--- config.mk ---
export PLATFORM = sky130hd
export DESIGN_NAME = rs_station_param
export DESIGN_NICKNAME = d
export VERILOG_FILES = /design/src/rtl/rs_pkg.sv /design/src/rtl/rs_pick_first.sv /design/src/rtl/rs_station_param.sv
export SDC_FILE = /design/constraint.sdc
export NUM_CORES = 1
export LEC_CHECK = 0
export CAP_MARGIN = 10
export CORE_ASPECT_RATIO = 1.25
export CORE_UTILIZATION = 30
export CTS_BUF_LIST = sky130_fd_sc_hd__clkbuf_16
export CTS_CLUSTER_DIAMETER = 100
export DETAILED_ROUTE_END_ITERATION = 10
export PLACE_DENSITY_LB_ADDON = 0.3
export SLEW_MARGIN = 10
export SYNTH_ARGS = -nofsm -noshare
export SYNTH_HDL_FRONTEND = slang
export SYNTH_SLANG_ARGS = --single-unit
--- constraint.sdc ---
create_clock -name clk2 -period 8.8 [get_ports clk2]
set_clock_uncertainty 0.2 [all_clocks]
set_input_delay 0.88 -clock clk2 [delete_from_list [all_inputs] [get_ports clk2]]
set_output_delay 0.88 -clock clk2 [all_outputs]
set_load 0.05 [all_outputs]
--- src/rtl/rs_pkg.sv ---
// ============================================================================
// Module : rs_pkg
// Brief  : Shared op-codes, default widths and entry record for the
//          reservation-station slice.
// Rev    : 1.0  initial release
// ============================================================================
`default_nettype none

package rs_pkg;

    localparam int c_def_depth  = 4;
    localparam int c_def_data_w = 16;
    localparam int c_def_rob_w  = 3;
    localparam int c_def_op_w   = 4;

    localparam logic [3:0] c_op_add = 4'b0000;
    localparam logic [3:0] c_op_sub = 4'b0001;
    localparam logic [3:0] c_op_mul = 4'b0010;
    localparam logic [3:0] c_op_div = 4'b0011;
    localparam logic [3:0] c_op_ld  = 4'b0100;
    localparam logic [3:0] c_op_st  = 4'b0101;
    localparam logic [3:0] c_op_beq = 4'b0110;
    localparam logic [3:0] c_op_bne = 4'b0111;

    // Entry record at the default widths; the station re-declares it with
    // its own parameter widths.
    typedef struct packed {
        logic                    busy;
        logic [c_def_op_w-1:0]   op;
        logic [c_def_rob_w-1:0]  rob;
        logic [c_def_data_w-1:0] vj;
        logic [c_def_rob_w-1:0]  qj;
        logic                    j_rdy;
        logic [c_def_data_w-1:0] vk;
        logic [c_def_rob_w-1:0]  qk;
        logic                    k_rdy;
    } rs_entry_t;

endpackage

`default_nettype wire

--- src/rtl/rs_pick_first.sv ---
// ============================================================================
// Module : rs_pick_first
// Brief  : Lowest-index-set-bit priority encoder with a found flag.
// Rev    : 1.0  initial release
// ============================================================================
`default_nettype none

module rs_pick_first #(
    parameter int N  = 4,
    parameter int IW = (N > 1) ? $clog2(N) : 1
) (
    input  logic [N-1:0]  i_req,
    output logic [IW-1:0] o_idx,
    output logic          o_found
);

    // Scan downwards so the lowest set bit is the last one written.
    always_comb begin
        o_idx   = '0;
        o_found = 1'b0;
        for (int i = N - 1; i >= 0; i--) begin
            if (i_req[i]) begin
                o_found = 1'b1;
                o_idx   = IW'(i);
            end
        end
    end

endmodule

`default_nettype wire

--- src/rtl/rs_station_param.sv ---
// ============================================================================
// Module : rs_station_param
// Brief  : Parametrised Tomasulo reservation station with CDB snooping and
//          valid/ready issue. Optional same-cycle wakeup bypass is enabled
//          by defining RS_WAKEUP_BYPASS_EN.
// Rev    : 1.0  initial release
// ============================================================================
`default_nettype none

module rs_station_param
    import rs_pkg::*;
#(
    parameter int DEPTH  = c_def_depth,
    parameter int DATA_W = c_def_data_w,
    parameter int ROB_W  = c_def_rob_w,
    parameter int OP_W   = c_def_op_w
) (
    input  logic                         clk2,
    input  logic                         rst_n,
    input  logic                         flush,
    input  logic                         disp_valid,
    output logic                         disp_ready,
    input  logic [OP_W-1:0]              disp_op,
    input  logic [ROB_W-1:0]             disp_rob,
    input  logic                         disp_j_rdy,
    input  logic [DATA_W-1:0]            disp_vj,
    input  logic [ROB_W-1:0]             disp_qj,
    input  logic                         disp_k_rdy,
    input  logic [DATA_W-1:0]            disp_vk,
    input  logic [ROB_W-1:0]             disp_qk,
    input  logic                         cdb_valid,
    input  logic [ROB_W-1:0]             cdb_tag,
    input  logic [DATA_W-1:0]            cdb_data,
    output logic                         iss_valid,
    input  logic                         iss_ready,
    output logic [OP_W-1:0]              iss_op,
    output logic [DATA_W-1:0]            iss_vj,
    output logic [DATA_W-1:0]            iss_vk,
    output logic [ROB_W-1:0]             iss_rob,
    output logic [$clog2(DEPTH+1)-1:0]   count
);

    localparam int IW = $clog2(DEPTH);
    localparam int CW = $clog2(DEPTH + 1);

    typedef struct packed {
        logic              busy;
        logic [OP_W-1:0]   op;
        logic [ROB_W-1:0]  rob;
        logic [DATA_W-1:0] vj;
        logic [ROB_W-1:0]  qj;
        logic              j_rdy;
        logic [DATA_W-1:0] vk;
        logic [ROB_W-1:0]  qk;
        logic              k_rdy;
    } entry_t;

    entry_t          entries_q [DEPTH];
    entry_t          entries_d [DEPTH];
    logic [CW-1:0]   count_q;
    logic [CW-1:0]   count_d;

    logic [DEPTH-1:0] w_free;
    logic [DEPTH-1:0] w_elig;
    logic [IW-1:0]    w_free_idx;
    logic [IW-1:0]    w_iss_idx;
    logic             w_free_found;
    logic             w_iss_found;
    logic             w_disp_fire;
    logic             w_iss_fire;
    entry_t           w_new;

    generate
        for (genvar g = 0; g < DEPTH; g++) begin : g_entry
            assign w_free[g] = !entries_q[g].busy;
`ifdef RS_WAKEUP_BYPASS_EN
            assign w_elig[g] = entries_q[g].busy
                && (entries_q[g].j_rdy || (cdb_valid && entries_q[g].qj == cdb_tag))
                && (entries_q[g].k_rdy || (cdb_valid && entries_q[g].qk == cdb_tag));
`else
            assign w_elig[g] = entries_q[g].busy && entries_q[g].j_rdy
                && entries_q[g].k_rdy;
`endif
        end
    endgenerate

    rs_pick_first #(.N(DEPTH), .IW(IW)) u_pick_free (
        .i_req   (w_free),
        .o_idx   (w_free_idx),
        .o_found (w_free_found)
    );

    rs_pick_first #(.N(DEPTH), .IW(IW)) u_pick_iss (
        .i_req   (w_elig),
        .o_idx   (w_iss_idx),
        .o_found (w_iss_found)
    );

    assign disp_ready  = (count_q < CW'(DEPTH)) && !flush;
    assign w_disp_fire = disp_valid && disp_ready && w_free_found;
    assign w_iss_fire  = iss_valid && iss_ready;
    assign count       = count_q;

    always_comb begin
        iss_valid = w_iss_found && !flush;
        iss_op    = '0;
        iss_vj    = '0;
        iss_vk    = '0;
        iss_rob   = '0;
        if (iss_valid) begin
            iss_op  = entries_q[w_iss_idx].op;
            iss_rob = entries_q[w_iss_idx].rob;
            iss_vj  = entries_q[w_iss_idx].vj;
            iss_vk  = entries_q[w_iss_idx].vk;
`ifdef RS_WAKEUP_BYPASS_EN
            // Eligibility guarantees a missing operand is on the CDB now.
            if (!entries_q[w_iss_idx].j_rdy) iss_vj = cdb_data;
            if (!entries_q[w_iss_idx].k_rdy) iss_vk = cdb_data;
`endif
        end
    end

    // Incoming entry, capturing any source that is broadcast this cycle.
    always_comb begin
        w_new.busy  = 1'b1;
        w_new.op    = disp_op;
        w_new.rob   = disp_rob;
        w_new.vj    = disp_vj;
        w_new.qj    = disp_qj;
        w_new.j_rdy = disp_j_rdy;
        w_new.vk    = disp_vk;
        w_new.qk    = disp_qk;
        w_new.k_rdy = disp_k_rdy;
        if (!disp_j_rdy && cdb_valid && disp_qj == cdb_tag) begin
            w_new.vj    = cdb_data;
            w_new.j_rdy = 1'b1;
        end
        if (!disp_k_rdy && cdb_valid && disp_qk == cdb_tag) begin
            w_new.vk    = cdb_data;
            w_new.k_rdy = 1'b1;
        end
    end

    always_comb begin
        for (int i = 0; i < DEPTH; i++) entries_d[i] = entries_q[i];
        count_d = count_q;
        if (flush) begin
            for (int i = 0; i < DEPTH; i++) entries_d[i].busy = 1'b0;
            count_d = '0;
        end else begin
            for (int i = 0; i < DEPTH; i++) begin
                if (entries_q[i].busy && cdb_valid) begin
                    if (!entries_q[i].j_rdy && entries_q[i].qj == cdb_tag) begin
                        entries_d[i].vj    = cdb_data;
                        entries_d[i].j_rdy = 1'b1;
                    end
                    if (!entries_q[i].k_rdy && entries_q[i].qk == cdb_tag) begin
                        entries_d[i].vk    = cdb_data;
                        entries_d[i].k_rdy = 1'b1;
                    end
                end
            end
            // The free slot is never the issuing one, so the two writes are disjoint.
            if (w_iss_fire)  entries_d[w_iss_idx].busy = 1'b0;
            if (w_disp_fire) entries_d[w_free_idx]     = w_new;
            count_d = count_q + CW'(w_disp_fire) - CW'(w_iss_fire);
        end
    end

    always_ff @(posedge clk2 or negedge rst_n) begin
        if (!rst_n) begin
            for (int i = 0; i < DEPTH; i++) entries_q[i] <= '0;
            count_q <= '0;
        end else begin
            for (int i = 0; i < DEPTH; i++) entries_q[i] <= entries_d[i];
            count_q <= count_d;
        end
    end

endmodule

`default_nettype wire
; Word level (Yosys, flattened, before mapping)
; Index checks and enable logic that the tools add are counted.
[totals]
output_inout_bits = 44
wordCells = 179
ff_bits = 195
input_bits = 72
[op_classes]
n_addsub = 2
n_mux = 81
bitwise_logic = 2
eq_ne = 10
n_lt_le_gt_ge = 5
n_reduce_logical = 42
[op_table]
columns = operator, n
row1 = two-way mux 192 bit, 3
row2 = bitwise mux 192 bit, 2
row3 = two-way mux 16 bit, 20
row4 = demux 48 bit (select 2 bit), 2
row5 = two-way mux 17 bit, 8
row6 = binary-select mux 48 bit (select 2 bit), 1
row7 = two-way mux 48 bit, 2
row8 = two-way mux 47 bit, 2
row9 = logical AND 1 bit, 31
row10 = equality test 3 bit, 10
row11 = two-way mux 1 bit, 30
row12 = two-way mux 2 bit, 8
row13 = zero test 1 bit, 11
row14 = ">= comparator 3 bit, second input constant", 2
row15 = "less-than comparator 3 x 1 -> 1 bit, second input constant", 2
row16 = two-way mux 3 bit, 2
row17 = NOT 2 -> 3 bit, 2
row18 = two-way mux 4 bit, 1
row19 = adder 3 x 1 -> 3 bit, 1
row20 = "less-than comparator 3 bit, second input constant", 1
row21 = subtractor 3 x 1 -> 3 bit, 1

; Logic depth before layout (Yosys ltp)
[depth]
ltp_word = 17
mapped_depth = 14
ltp_nobuf = 12

; Modules after synthesis
; From an unflattened synthesis, not the netlist that was laid out.
[hier_totals]
hier_cells = 879
hier_area_um2 = 10755.3
[by_module_without_submodules]
columns = module, cells_per_inst, n_inst, area_per_inst_um2, seq_area_each_um2
row1 = rs_station_param, 865, 1, 10685.2, 4879.7
row2 = rs_pick_first, 7, 2, 35.0, 0.0

; Least setup slack after synthesis
; OpenSTA, ideal clock, no wires.
[synth_path]
kind = in2out
startpoint = in flush
endpoint = out iss_rob[1]
slack_ps = 5226
path_stages = 6
t_required_ps = 7720
arrival_time_ps = 2494
n_path_buf = 3
path_cell_list = clkbuf_1 -> clkbuf_1 -> inv_1 -> o31ai_1 -> clkbuf_1 -> a31oi_1
[synth_between]
elab_chain_len = 3
[synth_rtl]
columns = item, line_no
row1 = start: declaration, rs_station_param.sv:20  ; input logic flush,
row2 = zero test 1 bit, rs_station_param.sv:105  ; iss_valid = w_iss_found && !flush;
row3 = logical AND 1 bit, rs_station_param.sv:105
row4 = two-way mux 3 bit, rs_station_param.sv:110  ; if (iss_valid) begin
row5 = end: declaration, rs_station_param.sv:39  ; output logic [ROB_W-1:0] iss_rob,
; Every way passes these cells.

; Worst setup path in the final report
[layout_path]
startpoint = reg entries_q[95] (netlist name)
endpoint = out iss_vj[6]
[layout_between]
elab_chain_len = 10
elab_cells_between_ends = 14
classes_between = mux (10) / bitwise (1) / reduce/logical (3)
[layout_rtl]
columns = item, line_no
row1 = logical AND 1 bit *, rs_station_param.sv:81  ; assign w_elig[g] = entries_q[g].busy && entries_q[g].j_rdy
row2 = logical AND 1 bit *, rs_station_param.sv:82  ; && entries_q[g].k_rdy;
row3 = two-way mux 2 bit (3 in series), rs_pick_first.sv:22  ; if (i_req[i]) begin
row4 = NOT 2 -> 3 bit (implied by the code), rs_station_param.sv:113  ; iss_vj = entries_q[w_iss_idx].vj;
row5 = binary-select mux 48 bit (select 2 bit), rs_station_param.sv:113
row6 = two-way mux 47 bit (2 in series), --
row7 = two-way mux 16 bit *, rs_station_param.sv:110
row8 = end: declaration, rs_station_param.sv:37  ; output logic [DATA_W-1:0] iss_vj,
; Mark *: on every way between the ends. The rest lies on a longest branch, timed or not. The select of a mux whose other input is x is not followed.

==> impl_summary.txt <==
----------------------------------------------------
[CTS]
  Buffers from clock root to sink, at most ... 2
  Buffer type at the clock tree root ... sky130_fd_sc_hd__clkbuf_16
  H-tree lvl count ... 4
  TritonCTS clock tree ... done
  Clock input transition at the sequential cells of the worst setup and hold paths ... around 0.08 ns
  Num CTS Buffers ... 17
  Cts repair resizes ... 0
  CTS Hold Buffers Added ... 0
  Post CTS Setup Buffer Count ... 0
  TritonCTS Sinks ... 195
  Worst skew pair latency ... roughly 0.45 ns

[Timing]
  Highest attainable clock frequency ... roughly 210 MHz
  Final worst path period need ... 4.79 ns
  Final Hold Slack ... around 0.27 ns
  Remaining max-slew budget at the tightest pin ... 0.283
  Setup repair after global routing missed its margin ... false
  Pins Over Slew Limit ... 0
  Slack of the critical path ... roughly 4 ns
  Final total negative setup slack ... 0 ns
  Period utilisation layout ... 0.544
  Final setup vio count ... 0
  Worst-Margin Slew ... 1.07 ns
  Number of hold violations in the final report ... 0

[Floorplanning]
  Horizontal die dimension ... roughly 170 um
  Placeable Area ... about 37000 sq um
  Die area ... about 38000 sq um
  FP Rows ... slightly below 80
  Initial Util ... 0.307
  Die Height ... roughly 220 um
  Top-level port count ... about 120

[Finish]
  Ratio of cells with drive above 1 in the final layout ... 0.132
  FF+latch area ... 4880 sq um
  Post-layout net count ... around 1.4k
  Area Growth Syn to Fin ... 17.6%
  Fillers ... 3733
  Combined area of the multi-input logic cells ... 5470 sq um
  Final cell count without fillers ... 1806
  Number of diodes added for antenna fixing ... 0

[Detailed routing]
  Post-route DRC ... 0
  Initial DRC Count ... 840
  Via count ... just under 10k
  Routed WL ... 40000 um
  Antenna-violating nets left ... 0
  WL/cell ... 22.2 um
  Drt first pass iters ... 5
  Vias per cell ... approximately 5.4

[Logic synthesis]
  Compound-gate portion of the synthesized area ... 0.228
  Register bit count reported by yosys ... 195
  Post-Synth XOR/XNOR Area ... 0.0250
  Top cells by area, synth ... sky130_fd_sc_hd__dfrtp_1 (43%), sky130_fd_sc_hd__nand2_1 (9.4%), sky130_fd_sc_hd__o221a_2 (4.9%)
  Share of synthesized registers carrying an async set or reset ... 1.00
  Top cell type's share of synthesized area ... 0.435
  Area leader, netlist ... sky130_fd_sc_hd__dfrtp_1
  Most instantiated flip-flop cell in the synthesis netlist ... sky130_fd_sc_hd__dfrtp_1
  Unique masters post-synth ... between 50 and 60
  Sequential cell area fraction in the yosys report ... 0.435
  Multiplexer share of the synthesized area ... 0.0162
  Share of synthesized cell area in full adder, half adder and majority cells ... 0.00401
  Syn Std Cell Area ... 11200 sq um
  EDFF count, synth ... 0
  Mean area per synthesized cell ... 8.82 sq um
  Largest family of logic cells by synthesized area ... compound AO/OA/AOI/OAI gates
  Number of cells produced by synthesis ... 1273
  Synth warnings ... 0
  Synth Area in Simple Gates ... 0.210
  Post-synthesis net count ... around 1.3k

[Hold path]
  Path category of the worst min-delay check ... reg -> reg

[Placement]
  Hpwl dp ... about 25000 um
  Count of placed standard cells including taps ... ~1.8k
  Pre-CTS WS ... between 4 and 5 ns
  Number of input and output port buffers inserted ... 115
  Final weighted congestion in routability-driven placement ... between 0.8 and 0.9

[Power]
  Cell Pwr Density ... between 200 and 250 nW/um^2
  Largest vdd supply drop ... ~0.085 mV
  Leak ... roughly 5.5 nW

[Global route]
  Met3 demand-to-capacity share in global routing ... 0.0311
  GR Layer Usage met1 ... 0.270
  Pin count of the biggest net entering global routing ... 122
  Global-route total usage across every layer ... 0.214
  Most heavily used metal layer in global routing ... met2
  Vias in the first global route ... between 9k and 10k
  Wire length of the first global-routing pass ... around 62000 um
  Remaining global-route overflow ... 0
  GR Util met2 ... 0.364
  Number of antenna violations at the first check in global routing ... 1

[Worst setup path]
  Sort of element at the start of the critical path ... flop
  Worst path bufs/invs ... 2
  Startpoint-to-endpoint class of the critical path ... reg -> out
  Required arrival time at the worst endpoint ... 7.72 ns
  Endpoint arrival time on the critical path ... 3.71 ns
  Crit-path leading delay family ... buffers and inverters
  Highest-delay cell along the critical path ... sky130_fd_sc_hd__and3_2
  Flop2flop setup slack ... between 5 and 6 ns
  Worst stage delay on the critical path ... between 0.9 and 1 ns
  Maximum fanout count along the critical path ... 41
  Cell-by-cell trace of the critical path ... and3_2 -> o31ai_4 -> buf_4 -> a31oi_1 -> clkdlybuf4s50_1
  Capturing element type of the critical path ... output port

[Run]
  Max cap viols ... 0

[Run status]
  Run status ... completed

----------------------------------------------------
[power by group]
part	switching [W]	internal [W]	leakage (nW)
Clock	0.000385	0.000364	0.247
Sequential	0.000200	0.00121	2.19
Combinational	0.000579	0.000459	3.07
[synthesized netlist by cell type, drive strengths merged, types with 7 or more instances]
library cell and count:
nor2 87, nand4 9, dfrtp 195, buf 41
xor2 7, and3b 7, or2 18, xnor2 25
o21ai 9, a21oi 17, a41oi 17, a221oi 79
a211oi 16, inv 100, a31oi 40, mux2i 17
or3 49, nor3 7, nand3 47, nand2 280
a21o 43, clkbuf 77, o221a 49
[layout make-up]
cell class                      instances  share of cell area
Clock inverter                         15             0.00844
Multi-Input combinational cell        860               0.415
Sequential cell                       195               0.370
Inverter                              100              0.0284
Timing Repair Buffer                  139               0.101
Tap cell                              480              0.0455
Clock buffer                           17              0.0322
[stage by stage]
stage           util  power (W)  instance area [sq um]
2_1_floorplan      -    0.00212                  11200
4_1_cts        0.361    0.00321                  13200
3_3_place_gp   0.346    0.00244                  12700
5_1_grt        0.361    0.00338                  13200
3_5_place_dp   0.346    0.00247                  12700
6_report       0.361    0.00320                  13200
[per-layer routing]
metal,vias to the layer above,share of wire
li1,4552,-
met1,4848,0.41
met2,378,0.50
met3,61,0.056
met4,2,0.031
met5,-,0.00027
[cells in the final DEF (no fill, tap or decap), drive strengths merged, types with 6 or more instances in the layout]
cell type      synthesis  routed
a31oi                 40      40
nand2                280     280
nand4                  9       9
nor3                   7       7
o21ai                  9       9
a221oi                79      79
a21oi                 17      17
o221a                 49      49
or2                   18      18
xnor2                 25      25
a211oi                16      16
or3                   49      49
inv                  100     105
mux2i                 17      17
clkbuf                77      18
xor2                   7       7
and3b                  7       7
nand3                 47      47
clkinvlp               0       6
buf                   41      25
a21o                  43      43
nor2                  87      87
a41oi                 17      17
dfrtp                195     195
clkdlybuf4s50          0     113
[path summary, 6_finish.rpt]
| kind | start | end | cells past startpoint |
|---|---|---|---|
| worst max-delay path | entries_q[95] | iss_vj[6] | 5 |
| worst min-delay path | entries_q[142] | entries_q[142] | 2 |
| worst max register to register | entries_q[95] | count[2] | 11 |
| worst min register to register | entries_q[142] | entries_q[142] | 2 |
| max in group asynchronous | rst_n | entries_q[47] | 2 |
| min in group asynchronous | rst_n | entries_q[184] | 1 |
[worst min-delay path, delay by kind of cell (launching register included)]
| family | cells | cell delay (ns) |
|---|---|---|
| AND/OR/NAND/NOR | 2 | 0.10 |
| flip-flops | 1 | 0.34 |
[cells by family (layout without fill, tap and decap cells)]
family | Yosys count | count (layout)
multiplexers | 18 | 18
buffers and inverters | 218 | 271
flip-flops | 195 | 195
XOR/XNOR | 32 | 32
adder cells (fa/ha/maj) | 3 | 3
AO/OA/AOI/OAI | 283 | 283
AND/OR/NAND/NOR | 524 | 524
[sequential cells by signal (all words and copies together) (netlist names)]
name,flops
count,3
entries_q,192
Power figures use the tool's default switching activity.
==> variant: new RTL, same settings <==
Make the reset (`rst_n`) synchronous in one clocked block.
--- a/src/rtl/rs_station_param.sv
+++ b/src/rtl/rs_station_param.sv
@@ -169,3 +169,3 @@
 
-    always_ff @(posedge clk2 or negedge rst_n) begin
+    always_ff @(posedge clk2) begin
         if (!rst_n) begin
Check against the original RTL: not equivalent (Yosys sat finds a counterexample within 4 cycles, from zero or initial values and one cycle with rst_n low; the reset may be asserted at any time).
==> variant against the original RTL <==
  * Via count up 12%
  * Sequential cell count unchanged
  * Area after synthesis down 0.59%
  * Worst setup slack worse by 0.47 ns
  * Fmax down 8.9%
  * Critical path type unchanged
  * Cell count up 4.7%
  * Core utilization down 0.42 points
  * Wire length up 4.4%
  * Final area down 1.4%
Power is not compared: it rests on default switching activity, and its combinational part moved more than twofold at a synthesized area within 25%.
==> variant: results (changes against the original RTL) <==
Drt
* vias per std cell: 5.841, was 5.449
* routed len/inst: 22.11 µm, was 22.16 µm
* iteration-0 DRC count of the detailed router: 918, was 840

GRT
* Total GRT Usage: 0.2177, was 0.2137
* number of global-route vias before repair: 10,690, was 9,847
* maximum number of pins on one net before global-route repair: 71, was 122
* wire length of the first global-routing pass: 64.13 mm, was 61.82 mm

Final layout
* layout cells sized above 1: 0.06383, was 0.1320
* synthesis-to-layout area growth: 16.60%, was 17.58%
* fill cell count: 3,836, was 3,733

Critical path
* reg2reg path depth: 6, was 11
* endpoint arrival time on the critical path: 4.17 ns, was 3.71 ns
* internal reg-to-reg setup slack: 5.46 ns, was 5.28 ns
* Worst path top cell family by delay: simple AND/OR/NAND/NOR gates, was buffers and inverters
* worst r2r dst: entries_q[3][0], was count[2]
* peak per-stage delay on the critical path: 1.00 ns, was 0.94 ns

Place
* HPWL after DPL: 25.86 mm, was 25.49 mm
* minimum setup slack after placement: 4.042 ns, was 4.319 ns
* weighted congestion at the end of routability-driven global placement: 0.8231, was 0.8230

Worst hold path
* WHS Endpoint: entries_q[2][38], was entries_q[142]
* launch instance of the worst min-delay path: entries_q[2][38], was entries_q[142]

Synth
* ranking of synthesized cells by area: dfxtp_1 35%, a22oi_1 9.6%, nand2_1 6.4%, was dfrtp_1 43%, nand2_1 9.4%, o221a_2 4.9%
* count of mapped cells out of synthesis: 1,400, was 1,273
* async set or reset register ratio after synthesis: 0, was 1.000
* Synth Net Count: 1,475, was 1,348

STA
* transition at the pin with the smallest max-transition slack: 1.247 ns, was 1.072 ns
* Worst Hold Slack: 0.2548 ns, was 0.2747 ns

Outcome
* status: completed, unchanged

variant: cell count changes after synthesis, sizes merged, moves of 43 or more:
cell	before	now
dfrtp	195	0
dfxtp	0	195
a22oi	2	142
o21ai	9	131
inv	100	6
nand2	280	190
a221oi	79	0
a21oi	17	77
a21boi	0	52
clkbuf	77	126
o221a	49	1
or3	49	2
a21o	43	0
a22o	0	43
variant: worst register-to-register path, cell delays in order, from the launching register on:
cell and delay (ns):
dfxtp_1 0.38, or3b_1 0.56, nor3_2 0.98, buf_4 0.70, nor2_1 0.11, o21ai_0 0.17, o311a_1 0.19
variant: worst max path at each step:
stage,startpoint,endpoint,slack [ns]
floorplan,flush,iss_rob[0],5.29
global placement,flush,iss_vj[6],4.11
detailed placement,flush,iss_vk[15],4.04
CTS,entries_q[3][20],iss_vj[15],3.66
global route,entries_q[3][20],iss_vj[15],3.44
finish,entries_q[3][20],iss_vj[15],3.55
variant: kinds of logic (layout without fill, tap and decap cells):
group,count (synthesis),after routing,share of synthesized area
buffers and inverters,164,174,0.06270
adder cells (fa/ha/maj),3,3,0.004037
AND/OR/NAND/NOR,384,384,0.1685
multiplexers,41,41,0.03847
flip-flops,195,195,0.3499
XOR/XNOR,32,32,0.02512
AO/OA/AOI/OAI,581,581,0.3513
variant: routing by layer:
| metal | global-route usage | wire length (µm) |
|---|---|---|
| met2 | 0.3705 | 20420 |
| met3 | 0.03068 | 2440 |
| met5 | 0 | 0 |
| met4 | 0.08158 | 1094 |
| met1 | 0.2773 | 17830 |
variant: layout make-up:
class | count | area share
repair buffers | 135 | 0.09965
clock buffers | 17 | 0.03270
clock inverters | 15 | 0.01116
multi-input cells | 1041 | 0.5082
inverters | 7 | 0.002020
well taps | 480 | 0.04617
flip-flops and latches | 195 | 0.3001
